--- src/rtl/fetch_queue_pkg.sv ---
// Shared types and sizing helpers for the instruction-fetch front end.
package fetch_queue_pkg;

  localparam int XLEN_DEF = 32;
  localparam int ILEN = 32;
  localparam logic [ILEN-1:0] NOP_INSTR = 32'h0000_0013;

  typedef struct packed {
    logic [XLEN_DEF-1:0] pc;
    logic [ILEN-1:0]     instr;
  } fetch_entry_t;

  // Bits needed to hold a count ranging over 0..n inclusive.
  function automatic int cnt_w(input int n);
    return (n < 1) ? 1 : $clog2(n + 1);
  endfunction

endpackage

--- src/rtl/fetch_queue_if.sv ---
// Fetch front-end bus: redirect, memory request/response and decode handshake.
interface fetch_queue_if #(
  parameter int XLEN = 32
);
  logic            redirect_valid;
  logic [XLEN-1:0] redirect_addr;
  logic            req_valid;
  logic            req_ready;
  logic [XLEN-1:0] req_addr;
  logic            resp_valid;
  logic [31:0]     resp_data;
  logic            instr_valid;
  logic            instr_ready;
  logic [31:0]     instr_data;
  logic [XLEN-1:0] instr_pc;

  modport master (
    input  redirect_valid, redirect_addr, req_ready, resp_valid, resp_data, instr_ready,
    output req_valid, req_addr, instr_valid, instr_data, instr_pc
  );

  modport slave (
    output redirect_valid, redirect_addr, req_ready, resp_valid, resp_data, instr_ready,
    input  req_valid, req_addr, instr_valid, instr_data, instr_pc
  );
endinterface

--- src/rtl/fetch_queue_fifo.sv ---
// Synchronous FIFO with flush; head is read combinationally, push/pop take effect on the clock edge.
// Push while full is accepted only together with a pop; flush wins over push and pop.
module fetch_queue_fifo
  import fetch_queue_pkg::*;
#(
  parameter int W = 32,
  parameter int D = 4
) (
  input  logic                clk,
  input  logic                rst,
  input  logic                push,
  input  logic [W-1:0]        push_dat,
  input  logic                pop,
  input  logic                flush,
  output logic [W-1:0]        head_dat,
  output logic [cnt_w(D)-1:0] count
);
  localparam int PW = (D > 1) ? $clog2(D) : 1;

  logic [W-1:0]  mem [D];
  logic [PW-1:0] rd_ptr;
  logic [PW-1:0] wr_ptr;
  logic          do_push;
  logic          do_pop;

  // Pointers wrap explicitly so D need not be a power of two.
  function automatic logic [PW-1:0] nxt(input logic [PW-1:0] p);
    return (p == PW'(D - 1)) ? '0 : p + PW'(1);
  endfunction

  assign do_pop   = pop & (count != '0);
  assign do_push  = push & ((int'(count) < D) | do_pop);
  assign head_dat = mem[rd_ptr];

  always_ff @(posedge clk or negedge rst) begin
    if (!rst) begin
      rd_ptr <= '0;
      wr_ptr <= '0;
      count  <= '0;
    end else if (flush) begin
      rd_ptr <= '0;
      wr_ptr <= '0;
      count  <= '0;
    end else begin
      if (do_push) wr_ptr <= nxt(wr_ptr);
      if (do_pop)  rd_ptr <= nxt(rd_ptr);
      case ({do_push, do_pop})
        2'b10:   count <= count + 1'b1;
        2'b01:   count <= count - 1'b1;
        default: count <= count;
      endcase
    end
  end

  always_ff @(posedge clk) begin
    if (do_push) mem[wr_ptr] <= push_dat;
  end

endmodule

--- src/rtl/fetch_queue.sv ---
// Instruction fetch front end: PC generator, credit-limited memory requests, DEPTH-entry queue toward decode.
// Response reaches decode one cycle later (same cycle into an empty queue with FETCH_QUEUE_BYPASS_EN); decode stalls via instr_ready.
module fetch_queue
  import fetch_queue_pkg::*;
#(
  parameter int              XLEN            = XLEN_DEF,
  parameter int              DEPTH           = 4,
  parameter int              MAX_OUTSTANDING = 2,
  parameter logic [XLEN-1:0] RESET_PC        = '0
) (
  input logic           clk,
  input logic           rst,
  fetch_queue_if.master bus
);
  localparam int CW = cnt_w(DEPTH);
  localparam int OW = cnt_w(MAX_OUTSTANDING);
  localparam int EW = XLEN + ILEN;

  logic [XLEN-1:0] pc;
  logic [OW-1:0]   outstanding;
  logic [OW-1:0]   stale;
  logic [CW-1:0]   count;
  logic [XLEN-1:0] resp_pc;
  logic [EW-1:0]   head;
  logic            credit_ok;
  logic            fire;
  logic            resp_keep;
  logic            byp;
  logic            q_nonempty;
  logic            q_push;
  logic            q_pop;

  // Every live request owns a queue slot, so a kept response can always be written.
  assign credit_ok = (int'(count) + int'(outstanding) - int'(stale)) < DEPTH;

  assign bus.req_valid = rst & ~bus.redirect_valid
                       & (int'(outstanding) < MAX_OUTSTANDING) & credit_ok;
  assign bus.req_addr  = pc;
  assign fire          = bus.req_valid & bus.req_ready;

  assign resp_keep  = bus.resp_valid & (stale == '0);
  assign q_nonempty = (count != '0);

`ifdef FETCH_QUEUE_BYPASS_EN
  assign byp = resp_keep & ~q_nonempty & ~bus.redirect_valid;
`else
  assign byp = 1'b0;
`endif

  assign q_push = resp_keep & ~(byp & bus.instr_ready);
  assign q_pop  = bus.instr_ready & q_nonempty;

  always_comb begin
    bus.instr_valid = q_nonempty | byp;
    bus.instr_data  = '0;
    bus.instr_pc    = '0;
    if (q_nonempty) begin
      bus.instr_pc   = head[EW-1:ILEN];
      bus.instr_data = head[ILEN-1:0];
    end else if (byp) begin
      bus.instr_pc   = resp_pc;
      bus.instr_data = bus.resp_data;
    end
  end

  always_ff @(posedge clk or negedge rst) begin
    if (!rst) begin
      pc    <= RESET_PC;
      stale <= '0;
    end else if (bus.redirect_valid) begin
      // Everything still in flight after this cycle's response belongs to the old path.
      pc    <= bus.redirect_addr;
      stale <= outstanding - OW'(bus.resp_valid);
    end else begin
      if (fire) pc <= pc + XLEN'(4);
      if (bus.resp_valid && stale != '0) stale <= stale - OW'(1);
    end
  end

  // In-flight PC FIFO; its occupancy is the outstanding-request count.
  fetch_queue_fifo #(
    .W (XLEN),
    .D (MAX_OUTSTANDING)
  ) u_pc_fifo (
    .clk      (clk),
    .rst      (rst),
    .push     (fire),
    .push_dat (pc),
    .pop      (bus.resp_valid),
    .flush    (1'b0),
    .head_dat (resp_pc),
    .count    (outstanding)
  );

  fetch_queue_fifo #(
    .W (EW),
    .D (DEPTH)
  ) u_instr_q (
    .clk      (clk),
    .rst      (rst),
    .push     (q_push),
    .push_dat ({resp_pc, bus.resp_data}),
    .pop      (q_pop),
    .flush    (bus.redirect_valid),
    .head_dat (head),
    .count    (count)
  );

endmodule
--- src/flat_wrapper.sv ---
// flat-port wrapper written by rule: the top's interface ports become plain ports
module fetch_queue_flat import fetch_queue_pkg::*;
#(
  parameter int              XLEN            = XLEN_DEF,
  parameter int              DEPTH           = 4,
  parameter int              MAX_OUTSTANDING = 2,
  parameter logic [XLEN-1:0] RESET_PC        = '0
)
  (clk, rst, bus_redirect_valid, bus_redirect_addr, bus_req_ready, bus_resp_valid, bus_resp_data, bus_instr_ready, bus_req_valid, bus_req_addr, bus_instr_valid, bus_instr_data, bus_instr_pc);
  fetch_queue_if #(.XLEN(XLEN)) bus_i ();
  input logic clk;
  input logic rst;
  input wire logic [$bits(bus_i.redirect_valid)-1:0] bus_redirect_valid;
  input wire logic [$bits(bus_i.redirect_addr)-1:0] bus_redirect_addr;
  input wire logic [$bits(bus_i.req_ready)-1:0] bus_req_ready;
  input wire logic [$bits(bus_i.resp_valid)-1:0] bus_resp_valid;
  input wire logic [$bits(bus_i.resp_data)-1:0] bus_resp_data;
  input wire logic [$bits(bus_i.instr_ready)-1:0] bus_instr_ready;
  output wire logic [$bits(bus_i.req_valid)-1:0] bus_req_valid;
  output wire logic [$bits(bus_i.req_addr)-1:0] bus_req_addr;
  output wire logic [$bits(bus_i.instr_valid)-1:0] bus_instr_valid;
  output wire logic [$bits(bus_i.instr_data)-1:0] bus_instr_data;
  output wire logic [$bits(bus_i.instr_pc)-1:0] bus_instr_pc;
  assign bus_i.redirect_valid = bus_redirect_valid;
  assign bus_i.redirect_addr = bus_redirect_addr;
  assign bus_i.req_ready = bus_req_ready;
  assign bus_i.resp_valid = bus_resp_valid;
  assign bus_i.resp_data = bus_resp_data;
  assign bus_i.instr_ready = bus_instr_ready;
  assign bus_req_valid = bus_i.req_valid;
  assign bus_req_addr = bus_i.req_addr;
  assign bus_instr_valid = bus_i.instr_valid;
  assign bus_instr_data = bus_i.instr_data;
  assign bus_instr_pc = bus_i.instr_pc;
  fetch_queue #(.XLEN(XLEN), .DEPTH(DEPTH), .MAX_OUTSTANDING(MAX_OUTSTANDING), .RESET_PC(RESET_PC)) u_core (.clk(clk), .rst(rst), .bus(bus_i));
endmodule
--- config.mk ---
export PLATFORM = sky130hd
export DESIGN_NAME = fetch_queue_flat
export DESIGN_NICKNAME = d
export VERILOG_FILES = /design/src/rtl/fetch_queue_pkg.sv /design/src/rtl/fetch_queue_if.sv /design/src/rtl/fetch_queue_fifo.sv /design/src/rtl/fetch_queue.sv /design/src/flat_wrapper.sv
export SDC_FILE = /design/constraint.sdc
export NUM_CORES = 1
export LEC_CHECK = 0
export CORE_UTILIZATION = 33
export DETAILED_ROUTE_END_ITERATION = 8
export REMOVE_ABC_BUFFERS = 1
export SYNTH_ARGS = -nofsm -noshare
export SYNTH_HDL_FRONTEND = slang
export SYNTH_SLANG_ARGS = --single-unit
--- constraint.sdc ---
create_clock -name clk -period 6.7 [get_ports clk]
set_input_delay 1.34 -clock clk [delete_from_list [all_inputs] [get_ports clk]]
set_output_delay 1.34 -clock clk [all_outputs]
set_load 0.02 [all_outputs]
==> metrics.csv <==
metric;value;unit
ios;168;
antenna_found_initial;0;
p_leak;6.01;nW
worst-slew-pin-transition;1.09;ns
worst-path-max-fanout;5;
synthArstFlopShare;12.3;%
diodes;0;
cp.required;5.36;ns
dieHeight;214;um
root_buffer;clkbuf_16;
cts_resized;0;
crit_top_cell;ha_1;
row_count;77;
initial_core_util;33.6;%
synth_seq_cells;365;
die_w;214;um
synth.area.top_cells;edfxtp_1, mux4_2, dfrtp_1;
p_per_area;393;nW/um2
min_period_over_period;73.5;%
clkSinkCount;365;
cp.depth;9;
synthDominantAreaCellType;edfxtp_1;
cts.htree.levels;2;
maxCapViolCount;0;
cp-end-kind;primary output;
drcViolationCount;0;
post-route-util;41.9;%
fin_crit;4.92;ns
cp.arrival;3.58;ns
critPathLaunchType;flop;
grt_usage;14.4;%
drv_slew;0;
synth_ff_type;edfxtp_1;
cp.buffers_inverters;1;
synth_edf_count;320;
relSlewSlack;27.2;%
finalWirelength;32700;um
worst_clock_skew;0.0207;ns
fp.dieArea;45900;um2
cp_top_family;adder cells;
overflow;0;
setup_tns;0;ns
hold_buffers;0;
fmax;203;MHz
ctsLongestPathBuffers;3;
r2r_slack;2.25;ns
grt_pass1_wl;49700;um
path_clk_slew;0.06;ns
clk_latency;0.55;ns
rsz0062_at_grt;no;
gp_congestion;0.714;
synth_most_common_cell;edfxtp_1;
io_buffers;167;
dr.first_iter.drc_count;356;
ys_seq_area_share;72.2;%
hold_depth;0;
cpPeakStageDelay;0.66;ns
synthToLayoutAreaGrowth;24.7;%
grt_pass1_vias;8213;
path_cells;ha_1, fa_1, ha_1, a21oi_2, nor2b_1, ha_1, a21oi_1, nor4b_1, clkdlybuf4s50_1;
ys_types;44;
avgSynthCellArea;18.4;um2
status;completed;
hp-class;flop to flop;
path_class;flop to primary output;
netlist_instances;807;
dr.pass1.iters;4;
drive_gt1_share;20.6;%
vdd_drop_max;0.000282;V
vias;7664;
core;44300;um2
r2r_cells;13;
numCtsBuffers;40;
cts_tree;yes;
ant_nets;0;
yosys_warnings;0;
yosys-top-cells-count;edfxtp_1, and2_1, mux4_2;
postCtsSetupBuffers;0;
slowest_stage;clkdlybuf4s50_1;
hold_violations;0;
setup_viol;0;
vias_per_cell;4.76;
hpwlAfterDp;19800;um
syn_area;14900;um2
synth.top_cell.area_share;64.6;%
fillers;3989;
grt_max_degree;70;
wl_per_cell;20.3;um
nets;1072;
## worst paths after layout
kind / start / endpoint
min: u_core.bus.req_addr[0] / u_core.u_pc_fifo.mem[1][0]
max in group asynchronous: rst / u_core.u_instr_q.rd_ptr[0]
max reg2reg: u_core.u_instr_q.count[0] / u_core.u_pc_fifo.mem[0][0]
min reg2reg: u_core.bus.req_addr[0] / u_core.u_pc_fifo.mem[1][0]
max: u_core.u_instr_q.count[0] / bus_req_valid
min in group asynchronous: rst / u_core.bus.req_addr[9]
## stage by stage
stage               area, um2  setup slack [ns]  instances  hold slack (ns)  power [W]
floorplan               14700              1.45        767            0.468    0.00425
global placement        17200              2.34       1537            0.491    0.00519
detailed placement      17200              2.20       1537            0.501    0.00521
CTS                     18600              1.72       1610            0.513    0.00742
global route            18600              1.56       1610            0.539    0.00764
finish                  18600              1.78       1610            0.510    0.00730
## metal layers
layer	GRT usage, %	part of all wire [%]	vias up
met5	0	0	-
met1	18.5	44	3940
met3	3.18	3.8	52
li1	-	-	3504
met4	4.64	2.4	0
met2	24.2	50	168
## placed cells by master, fill, tap and decap left out, drive strengths merged, types with 3 or more instances in the layout
cell type,instances
mux2,45
and2,68
nand4,6
xor2,12
a21oi,9
ha,13
mux4,64
nand2b,4
a2111oi,16
dfrtp,45
nor2b,3
xnor2,24
clkinv,17
mux2i,5
edfxtp,320
o21ai,19
a211oi,9
buf,13
nor2,15
inv,15
clkbuf,51
or3,3
bufinv,3
nand2,35
nand3,14
clkdlybuf4s50,165
nor3,7
## flip-flops by register name, indices dropped and copies added (netlist names)
name                     cells
u_core.u_instr_q.mem       256
u_core.u_pc_fifo.mem        64
u_core.bus.req_addr         32
u_core.u_instr_q.count       3
u_core.stale                 2
u_core.u_instr_q.rd_ptr      2
u_core.u_instr_q.wr_ptr      2
u_core.u_pc_fifo.count       2
u_core.u_pc_fifo.rd_ptr      1
u_core.u_pc_fifo.wr_ptr      1
## where the power goes
part / switching, W / internal, W / total [W]
Combinational: 0.00110 / 0.00102 / 0.00213
Sequential: 0.000223 / 0.00277 / 0.00299
Clock: 0.000875 / 0.00130 / 0.00218
Total: 0.00220 / 0.00510 / 0.00730
## kinds of logic after synthesis
family / count (synthesis) / share of synthesized area (%)
DFF: 365 / 72.2
and+or+nand+nor: 163 / 6.00
muxes: 114 / 13.5
AOI/OAI and AO/OA: 59 / 3.33
buffers and inverters: 55 / 1.49
xor gates and xnor gates: 36 / 2.12
adders and majority gates: 15 / 1.36
## layout make-up
type                    count  area, um2  area share [%]
clock buffers              51       1120            6.06
clock inverters            22        198            1.07
inverters                  15       56.3           0.304
multi-input cells         387       3940            21.3
flip-flops and latches    365      10700            57.9
well taps                 592        741            3.99
repair buffers            178       1740            9.40
Note: power is estimated with default switching activity, not from simulation.
==> variant 1: new RTL, config.mk and constraints unchanged <==
Build with the macro `FETCH_QUEUE_BYPASS_EN` defined.
--- a/src/rtl/fetch_queue.sv
+++ b/src/rtl/fetch_queue.sv
@@ -1,5 +1,7 @@
 // Instruction fetch front end: PC generator, credit-limited memory requests, DEPTH-entry queue toward decode.
 // Response reaches decode one cycle later (same cycle into an empty queue with FETCH_QUEUE_BYPASS_EN); decode stalls via instr_ready.
+`define FETCH_QUEUE_BYPASS_EN
+
 module fetch_queue
   import fetch_queue_pkg::*;
 #(
Behaviour: not the same (Yosys sat finds a counterexample within 4 cycles, from zero or initial values and one cycle with rst low).
==> variant 1 against the original RTL <==
  * Hold slack better by 0.0021 ns
  * Cell area down 0.24%
  * Total power decreased by 1.8%
  * Setup slack got worse by 0.49 ns
  * Area after synthesis rose by 0.67%
  * Largest cell class unchanged
  * Die area rose by 0.67%
  * Routed wire length up 7.7%
  * Sequential cell count did not move
  * Highest routed layer unchanged
==> variant 1: results <==
{
  "ys_types": 59,
  "nets": 1083,
  "place_area_mm2": 0.0173,
  "yosys-top-cells-count": "320 x edfxtp_1, 64 x a22o_1, 64 x mux4_2",
  "synth-compound-area-share_pct": 6.99,
  "hpwlAfterDp_um": 21700,
  "cp_data_arrival_time_ns": 4.08,
  "p_leak_nw": 6.10,
  "via_per_inst": 5.05,
  "largest_reg_flops": 256,
  "grt_pass1_vias": 8458,
  "timing.rr.end": "u_core.u_pc_fifo.mem[1][20]",
  "wl_per_cell_um": 21.7,
  "drt_pass1_iterations": 6,
  "status": "complete, no violations",
  "whs_ns": 0.512,
  "gp_congestion": 0.761,
  "grt_pass1_wl_um": 53200,
  "finClkSkew_ns": 0.0308,
  "critPathMaxFanout": 10,
  "synthTopCellsByArea": "edfxtp_1 64%, mux4_2 9.6%, dfrtp_1 7.5%, a22o_1 3.7%, mux2_2 2.7%",
  "layout-drive-gt1-share_pct": 19.2,
  "worst_pin_slew_ns": 1.14,
  "grtUsageTotal_pct": 15.3,
  "synth_fa_ha_area_share_pct": 1.35,
  "grt_max_degree": 71,
  "holdPathStages": 0,
  "muxShareOfSynthArea_pct": 12.8,
  "irDropWorstVdd_mv": 0.178
}
## variant 1: metrics by stage
stage,setup TNS [ns],util (%),setup slack (ns),instances
2_1_floorplan,-9.60,-,-0.168,776
3_3_place_gp,0,38.9,1.84,1548
3_5_place_dp,0,38.9,1.79,1548
4_1_cts,0,41.6,1.25,1620
5_1_grt,0,41.6,1.09,1620
6_report,0,41.6,1.28,1620
## variant 1: where the power goes
part / switching [W] / internal, W
clock: 0.000861 / 0.00115
combinational: 0.00117 / 0.00105
sequential: 0.000172 / 0.00275
total: 0.00221 / 0.00496
## variant 1: routing by layer
layer | global-route usage [%] | vias up | wire length [um]
li1 | - | 3709 | -
met1 | 21.3 | 4212 | 16100
met2 | 24.5 | 207 | 16700
met3 | 2.80 | 45 | 1760
met4 | 4.47 | 0 | 642
met5 | 0 | - | 0
## variant 1: layout make-up
class                           instances  area (um2)
Fill cell                            4046       26000
Sequential cell                       365       10700
Multi-Input combinational cell        399        4020
Timing Repair Buffer                  180        1760
Clock buffer                           58        1110
Tap cell                              592         741
Clock inverter                         14        81.3
Inverter                               12        45.0
## variant 1: cell families after synthesis
family | Yosys count
AOI/OAI and AO/OA | 132
xor gates and xnor gates | 17
adders and majority gates | 15
buffers and inverters | 60
DFF | 365
muxes | 106
and+or+nand+nor | 129
## variant 1: critical path: stages, from the launching register on
cell             delay (ns)
dfrtp_1                0.44
ha_1                   0.25
fa_1                   0.44
ha_1                   0.29
a21oi_2                0.28
and2_1                 0.19
ha_1                   0.16
and4bb_1               0.23
nand2_1                0.09
mux2i_4                0.35
or2_2                  0.19
clkdlybuf4s50_1        0.60
==> variant 2: new RTL, same settings <==
Without the edit above. Reset style: synchronous (`rst`), changed in 2 clocked blocks.
--- a/src/rtl/fetch_queue_fifo.sv
+++ b/src/rtl/fetch_queue_fifo.sv
@@ -32,7 +32,7 @@
   assign do_push  = push & ((int'(count) < D) | do_pop);
   assign head_dat = mem[rd_ptr];
 
-  always_ff @(posedge clk or negedge rst) begin
+  always_ff @(posedge clk) begin
     if (!rst) begin
       rd_ptr <= '0;
       wr_ptr <= '0;
--- a/src/rtl/fetch_queue.sv
+++ b/src/rtl/fetch_queue.sv
@@ -63,7 +63,7 @@
     end
   end
 
-  always_ff @(posedge clk or negedge rst) begin
+  always_ff @(posedge clk) begin
     if (!rst) begin
       pc    <= RESET_PC;
       stale <= '0;
Formal check against the unedited RTL: differs if rst is asserted again (counterexample within 4 cycles, from zero or initial values and one cycle with rst low); with rst held inactive, the same outputs for 4 cycles.
==> variant 2 against the original RTL <==
  * Routed wire length is 1.9% higher
  * Area after synthesis is 0.66% lower
  * Sequential cell count is 3 higher
  * Setup slack better by 0.17 ns
  * Cell area is 0.65% lower
  * Register-to-register slack better by 0.26 ns
  * Global-route usage is 0.44 points higher
  * Clock skew is 0.0090 ns lower
  * Sequential share of layout area is 0.52 points lower
  * Largest cell class unchanged
Power is not compared: it rests on default switching activity, and its combinational part moved more than twofold at a synthesized area within 25%.
==> variant 2: results <==
{
  "status": "complete, no violations",
  "r2r-start": "u_core.u_pc_fifo.count[0]",
  "multi_input_gates": 421,
  "synth_cells": 848,
  "drt_iter0_markers": 428,
  "place_area_mm2": 0.0171,
  "cp_data_arrival_time_ns": 3.42,
  "placedCellCount": 1576,
  "wl_um": 33300,
  "final-seq-area_mm2": 0.0106,
  "multi_input_area_share_pct": 21.7,
  "cts_buffers": 42,
  "grt_pass1_wl_um": 49500,
  "grtUsageTotal_pct": 14.9,
  "nFillCells": 3979,
  "synth_area_mm2": 0.0148,
  "ys_types": 41,
  "nets": 1114,
  "via_count": 7936,
  "wl_per_cell_um": 20.2,
  "hpwlAfterDp_um": 19900,
  "critPathMaxStageDelay_ns": 0.63,
  "nNonClkInverters": 14,
  "ff2ff_setup_slack_ns": 2.51,
  "whs_ns": 0.471,
  "clockNetworkAreaShare_pct": 7.00,
  "gp_congestion": 0.744,
  "timing.rr.end": "u_core.u_pc_fifo.count[1]",
  "min_from": "u_core.u_instr_q.rd_ptr[1]",
  "post-place-ws_ns": 1.97,
  "clkbuf_count": 64,
  "grt_max_degree": 67,
  "cp-startpoint": "u_core.u_pc_fifo.count[0]",
  "holdPathStages": 2,
  "buf_share_pct": 9.64,
  "n_all_buffers": 181,
  "fmax_mhz": 210,
  "grt_pass1_vias": 8140,
  "worst_pin_slew_ns": 1.11,
  "cts_sinks": 368,
  "yosys-top-cells-count": "320 x edfxtp_1, 70 x and2_1, 64 x mux4_2",
  "finish.utilization_pct": 41.7,
  "yosysSeqAreaShare_pct": 71.5,
  "layout-drive-gt1-share_pct": 17.8,
  "synthTopCellsByArea": "edfxtp_1 65%, mux4_2 9.8%, dfxtp_1 6.5%, and2_1 3.0%, mux2_2 2.4%"
}
## variant 2: cell types whose count changed after synthesis, moves of 8 or more
cell,unedited run,this run
o21ai_0,11,33
dfrtp_1,45,0
nand2_1,35,24
xor2_1,12,2
a21oi_1,8,44
clkbuf_1,23,31
mux2_2,45,32
dfxtp_1,0,48
## variant 2: cell families (layout without fill, tap and decap cells)
kind of cell	after synthesis	after routing	share of synthesized area (%)
AND/OR/NAND/NOR	166	166	6.24
XOR/XNOR	34	34	2.07
adder cells (fa/ha/maj)	16	16	1.46
multiplexers	100	100	12.5
flip-flops	368	368	71.5
buffers and inverters	59	267	1.67
AO/OA/AOI/OAI	105	105	4.56
## variant 2: per-layer routing
metal	global-route usage, %	wire length [um]	up-vias
met4	5.59	830	0
met1	19.5	14700	3993
li1	-	-	3657
met5	0	0	-
met2	24.6	16100	236
met3	2.67	1660	50
